### src/rtl/multi_clock_divider_pkg.sv
// Shared constants, channel state type and divisor clamp for multi_clock_divider.
package multi_clock_divider_pkg;

   localparam int MIN_DIV = 2;

   // Internal divisor width; the top-level CNT_W must not exceed it.
   localparam int DIV_W = 32;

   typedef struct packed {
      logic [DIV_W-1:0] div;
      logic             pending;
   } ch_cfg_t;

   function automatic logic [DIV_W-1:0] clamp_div(input logic [DIV_W-1:0] d);
      return (d < DIV_W'(MIN_DIV)) ? DIV_W'(MIN_DIV) : d;
   endfunction

endpackage

### src/rtl/multi_clock_divider_ch.sv
// One divider channel: counter, active divisor, staged divisor and tick/square outputs.
// sync_in exists only when MULTI_CLOCK_DIVIDER_SYNC_EN is defined.
module multi_clock_divider_ch
   import multi_clock_divider_pkg::*;
#(
   parameter int CNT_W       = 26,
   parameter int DEFAULT_DIV = 50_000_000
) (
   input  logic             clk_in,
   input  logic             reset,
   input  logic             enable,
`ifdef MULTI_CLOCK_DIVIDER_SYNC_EN
   input  logic             sync_in,
`endif
   input  logic             wr_en,
   input  logic [CNT_W-1:0] wr_div,
   output logic             pending,
   output logic             tick,
   output logic             sq_out
);

   localparam logic [DIV_W-1:0] DEF_DIV = DIV_W'(DEFAULT_DIV);

   logic [CNT_W-1:0] cnt_q, cnt_d;
   ch_cfg_t          cfg_q, cfg_d;
   logic [DIV_W-1:0] stg_q, stg_d;
   logic             tick_q, tick_d;
   logic             sq_q, sq_d;
   logic             sync;
   logic             wrap;

   always_comb begin
      sync = 1'b0;
`ifdef MULTI_CLOCK_DIVIDER_SYNC_EN
      sync = sync_in;
`endif
      wrap  = enable && (DIV_W'(cnt_q) == cfg_q.div - DIV_W'(1));
      cnt_d = cnt_q;
      cfg_d = cfg_q;
      stg_d = stg_q;

      if (sync) begin
         cnt_d = '0;
         if (cfg_q.pending) begin
            cfg_d.div     = stg_q;
            cfg_d.pending = 1'b0;
         end
      end else if (enable) begin
         if (wrap) begin
            cnt_d = '0;
            // Divisor changes only on a period boundary so no period is cut short.
            if (cfg_q.pending) begin
               cfg_d.div     = stg_q;
               cfg_d.pending = 1'b0;
            end
         end else begin
            cnt_d = cnt_q + CNT_W'(1);
         end
      end

      // The top only raises wr_en while pending is clear, so this never races an apply.
      if (wr_en) begin
         stg_d         = clamp_div(DIV_W'(wr_div));
         cfg_d.pending = 1'b1;
      end

      // Outputs are computed from next state so they line up with the registered count.
      tick_d = !sync && enable && (DIV_W'(cnt_d) == cfg_d.div - DIV_W'(1));
      sq_d   = DIV_W'(cnt_d) >= (cfg_d.div >> 1);
   end

   always_ff @(posedge clk_in) begin
      if (reset) begin
         cnt_q         <= '0;
         cfg_q.div     <= DEF_DIV;
         cfg_q.pending <= 1'b0;
         stg_q         <= DEF_DIV;
         tick_q        <= 1'b0;
         sq_q          <= 1'b0;
      end else begin
         cnt_q  <= cnt_d;
         cfg_q  <= cfg_d;
         stg_q  <= stg_d;
         tick_q <= tick_d;
         sq_q   <= sq_d;
      end
   end

   assign pending = cfg_q.pending;
   assign tick    = tick_q;
   assign sq_out  = sq_q;

endmodule

### src/rtl/multi_clock_divider.sv
// NUM_CH-channel programmable clock-enable divider; top holds cfg_ch decode and cfg_ready mux.
// Define MULTI_CLOCK_DIVIDER_SYNC_EN to add the sync_in phase-align strobe.
module multi_clock_divider
   import multi_clock_divider_pkg::*;
#(
   parameter int CNT_W       = 26,
   parameter int NUM_CH      = 2,
   parameter int DEFAULT_DIV = 50_000_000,
   localparam int CH_W       = (NUM_CH > 1) ? $clog2(NUM_CH) : 1
) (
   input  logic              clk_in,
   input  logic              reset,
   input  logic              enable,
   input  logic              cfg_valid,
   output logic              cfg_ready,
   input  logic [CH_W-1:0]   cfg_ch,
   input  logic [CNT_W-1:0]  cfg_div,
`ifdef MULTI_CLOCK_DIVIDER_SYNC_EN
   input  logic              sync_in,
`endif
   output logic [NUM_CH-1:0] tick,
   output logic [NUM_CH-1:0] sq_out
);

   logic [NUM_CH-1:0] pending;
   logic [NUM_CH-1:0] wr_en;

   // Out-of-range channel numbers match nothing: ready stays 1 and the write is dropped.
   always_comb begin
      cfg_ready = 1'b1;
      wr_en     = '0;
      for (int i = 0; i < NUM_CH; i++) begin
         if (cfg_ch == CH_W'(i)) begin
            cfg_ready = ~pending[i];
            wr_en[i]  = cfg_valid & ~pending[i];
         end
      end
   end

   for (genvar g = 0; g < NUM_CH; g++) begin : g_ch
      multi_clock_divider_ch #(
         .CNT_W       (CNT_W),
         .DEFAULT_DIV (DEFAULT_DIV)
      ) u_ch (
         .clk_in  (clk_in),
         .reset   (reset),
         .enable  (enable),
`ifdef MULTI_CLOCK_DIVIDER_SYNC_EN
         .sync_in (sync_in),
`endif
         .wr_en   (wr_en[g]),
         .wr_div  (cfg_div),
         .pending (pending[g]),
         .tick    (tick[g]),
         .sq_out  (sq_out[g])
      );
   end

endmodule

### config.mk
export PLATFORM = sky130hd
export DESIGN_NAME = multi_clock_divider
export DESIGN_NICKNAME = d
export VERILOG_FILES = /design/src/rtl/multi_clock_divider_pkg.sv /design/src/rtl/multi_clock_divider_ch.sv /design/src/rtl/multi_clock_divider.sv
export SDC_FILE = /design/constraint.sdc
export NUM_CORES = 1
export LEC_CHECK = 0
export CAP_MARGIN = 30
export CORE_ASPECT_RATIO = 2
export CORE_MARGIN = 2
export CORE_UTILIZATION = 30
export CTS_CLUSTER_SIZE = 24
export DETAILED_ROUTE_END_ITERATION = 10
export GPL_ROUTABILITY_DRIVEN = 1
export PLACE_DENSITY_LB_ADDON = 0.2
export SLEW_MARGIN = 20
export SYNTH_ARGS = -nofsm -noshare
export SYNTH_HDL_FRONTEND = slang
export SYNTH_SLANG_ARGS = --single-unit
### constraint.sdc
create_clock -name clk_in -period 7.97 [get_ports clk_in]
set_clock_uncertainty 0.15 [all_clocks]
set_input_delay 1.594 -clock clk_in [delete_from_list [all_inputs] [get_ports clk_in]]
set_output_delay 1.594 -clock clk_in [all_outputs]
set_load 0.05 [all_outputs]
==> flow_metrics.env <==
export IMPL_status="finished clean"
export IMPL_antenna_cells=0
export IMPL_min_delay_start="g_ch[1].u_ch.stg_q[18]"
export IMPL_grt_use_met3=0.0307
export IMPL_crit_path_end_kind="flop"
export IMPL_synth_area_leader_cell="dfxtp_1"
export IMPL_synth_compound_area_frac=0.135
export IMPL_post_cts_buffers=0
export IMPL_finalSetupTns_ns=0
export IMPL_hold_buffers=0
export IMPL_io_pins=36
export IMPL_cts_resized=0
export IMPL_syn_mean_instance_area_um2=7.66
export IMPL_fmax_mhz=144
export IMPL_drtPass1Iterations=6
export IMPL_synth_simple_area_share=0.331
export IMPL_ys_ff_latch=174
export IMPL_fin_crit_ns=6.94
export IMPL_arrival_ns=7.18
export IMPL_coreArea_um2=44200
export IMPL_areaGrowthSynthToFinish_pct=11.3
export IMPL_drv_slew=0
export IMPL_fp_row_count=109
export IMPL_cts_made_buffers=17
export IMPL_routed_wl_um=60600
export IMPL_whs_endpoint="g_ch[1].u_ch.stg_q[18]"
export IMPL_cts_tree="done"
export IMPL_synth_nets=1838
export IMPL_root_buffer="clkbuf_16"
export IMPL_synth_main_ff_cell="dfxtp_1"
export IMPL_synth_top_area_share=0.260
export IMPL_gp_congestion=1.02
export IMPL_met1_usage=0.237
export IMPL_r2r_start="g_ch[1].u_ch.cfg_q[2]"
export IMPL_cts_sink_count=174
export IMPL_chipWidth_um=153
export IMPL_antenna_found_initial=0
export IMPL_use_met2=0.485
export IMPL_clkTransAtPathRegs_ns=0.08
export IMPL_cellPowerDensity_nw_per_um2=131
export IMPL_muxShareOfSynthArea=0.0626
export IMPL_synthTopCellsByArea="dfxtp_1 (26%), xnor2_1 (6.7%), nor2_1 (5.8%)"
export IMPL_whs_ns=0.333
export IMPL_grt_usage=0.258
export IMPL_critPathMaxStageDelay_ns=0.69
export IMPL_clockBufferDepth=2
export IMPL_critPathKind="reg -> reg"
export IMPL_crit_path_start_kind="flop"
export IMPL_synth_fa_ha_area_frac=0.0542
export IMPL_drtIter0Drc=754
export IMPL_relSlewSlack=0.288
export IMPL_placed_area_um2=14300
export IMPL_nets=1820
export IMPL_grt_pass1_wl_um=88600
export IMPL_viasPerCell=5.84
export IMPL_hp_class="reg -> reg"
export IMPL_cts_max_level=4
export IMPL_top_usage_layer="met2"
export IMPL_design_die_area_um2=46500
export IMPL_vias=13400
export IMPL_synth_top_family_by_area="simple AND/OR/NAND/NOR gates"
export IMPL_reg2reg_setup_slack_ns=1.03
export IMPL_crit_family="simple AND/OR/NAND/NOR gates"
export IMPL_port_buffers=35
export IMPL_yosysWarnings=0
export IMPL_worstPathRequired_ns=8.20
export IMPL_worst_path_buf_inv=0
export IMPL_placed_cells=2265
export IMPL_tightest_slew_ns=1.06
export IMPL_grt_overflow_total=0
export IMPL_syn_inst=1749
export IMPL_cp_max_fo=8
export IMPL_syn_area_um2=13400
export IMPL_grt_pass1_vias=13500
export IMPL_rsz0062_at_grt="no"
export IMPL_clock_latency_ns=0.48
export IMPL_synth_xor_area_frac=0.111
export IMPL_ys_seq_area_frac=0.260
export IMPL_drcViolationCount=0
export IMPL_vdd_drop_max_uv=125
export IMPL_grt_max_degree=84
export IMPL_stdcell_area_um2=14900
export IMPL_synth_cell_types=81
export IMPL_hold_viol=0
export IMPL_ant_nets=0
export IMPL_setup_viol=0
export IMPL_synth_edff_count=0
export IMPL_layout_drive_gt1_share=0.0642
export IMPL_hold_path_cell_count=2
export IMPL_post_route_period_util=0.871
export IMPL_wl_per_cell_um=26.3
export IMPL_rr_worst_depth=17
export IMPL_die_y_um=303
export IMPL_timing_rr_end="g_ch[1].u_ch.tick"
export IMPL_slowest_stage="nor4_2"
export IMPL_maxCapViolations=0
export IMPL_stdcell_count=2299
export IMPL_dpl_hpwl_um=48400
export IMPL_path_cells="nor4_2 > nand4_1 > a2111o_1 > a22oi_1 > or4b_4 > nor3_4 > mux2i_1 > ha_1 > nand4_1 > nor2_1 > nand2_1 > xnor2_1 > o211ai_1 > o2111ai_1 > a2111o_1 > or4_1 > nor4_2"
export IMPL_power_total_uw=1950
export IMPL_synthArstFlopShare=0
export IMPL_start_util=0.303
export IMPL_p_leak_uw=0.00554
metal layers:
metal  vias to the layer above  wire (um)
li1                       6226          -
met1                      6453      20000
met2                       503      31600
met3                       246       2040
met4                         0       6910
met5                         -          0
cell usage in the layout, fill, tap and decap left out, drive strengths merged, types with 41 or more instances in the layout:
cell      n
nor2    209
ha       58
xor2     68
nor3     87
a21oi    87
nand2   177
nand4    47
nand2b   59
nor4     50
dfxtp   174
mux2i    77
inv      41
xnor2   102
buf      41
cell type report:
cell class              instances  area [um2]
fillers                      4814       29300
inverters                      35         131
clock inverters                15         170
flip-flops and latches        174        3480
repair buffers                 75         696
clock buffers                  17         425
multi-input cells            1428        9320
well taps                     555         694
flip-flops by register name (all words and copies together) (netlist names):
signal / flops
g_ch.u_ch.pending: 2
g_ch.u_ch.sq_out: 2
g_ch.u_ch.tick: 2
g_ch.u_ch.cfg_q: 64
g_ch.u_ch.stg_q: 52
g_ch.u_ch.cnt_q: 52
cell families after synthesis:
logic type,Yosys count
xor+xnor,170
mux,83
buf+inv,147
fa+ha+maj,58
simple gates,848
flops,174
compound gates,269
Yosys cell counts (17+ instances only):
library cell and instances:
and3_1 17, nand2b_1 59, xor2_1 68, a21oi_1 86
nor2_1 207, xnor2_1 102, mux2i_1 77, nand3b_1 29
nor4_1 43, ha_1 58, inv_1 35, or4_1 19
nor3_1 86, nand2_1 176, nor2b_1 26, nand3_1 39
o21ai_0 34, o21a_1 17, dfxtp_1 174, clkbuf_1 81
or3_1 27, nand4_1 47
report_power, final:
part	leakage [uW]	switching [uW]	total (uW)	internal, uW
registers	0.00141	34.0	921	887
clock network	0.000292	462	885	423
logic	0.00384	93.1	148	55.1
total	0.00554	589	1950	1360
how the worst max path moves through the flow:
stage | start | endpoint | slack [ns] | depth (start not counted)
after floorplan | enable | g_ch[1].u_ch.tick | 1.35 | 18
after global placement | enable | g_ch[0].u_ch.tick | 0.75 | 17
after detailed placement | enable | g_ch[0].u_ch.tick | 0.65 | 17
after CTS | enable | g_ch[1].u_ch.tick | 1.15 | 16
after global routing | g_ch[1].u_ch.cfg_q[1] | g_ch[1].u_ch.tick | 0.68 | 17
final | g_ch[1].u_ch.cfg_q[2] | g_ch[1].u_ch.tick | 1.03 | 17
worst register-to-register path, stage by stage, from the launching register on:
cell       delay, ns
dfxtp_1         0.42
nor4_2          0.69
nand4_1         0.67
a2111o_1        0.64
a22oi_1         0.32
or4b_4          0.55
nor3_4          0.44
mux2i_1         0.38
ha_1            0.34
nand4_1         0.16
nor2_1          0.31
nand2_1         0.17
xnor2_1         0.16
o211ai_1        0.19
o2111ai_1       0.17
a2111o_1        0.41
or4_1           0.49
nor4_2          0.21
per-stage QoR:
step	util	worst slack [ns]
6_report	0.338	1.03
5_1_grt	0.338	0.677
4_1_cts	0.337	1.15
3_5_place_dp	0.324	0.654
3_3_place_gp	0.323	0.754
2_1_floorplan	-	1.35
(Power assumes the default switching activity.)
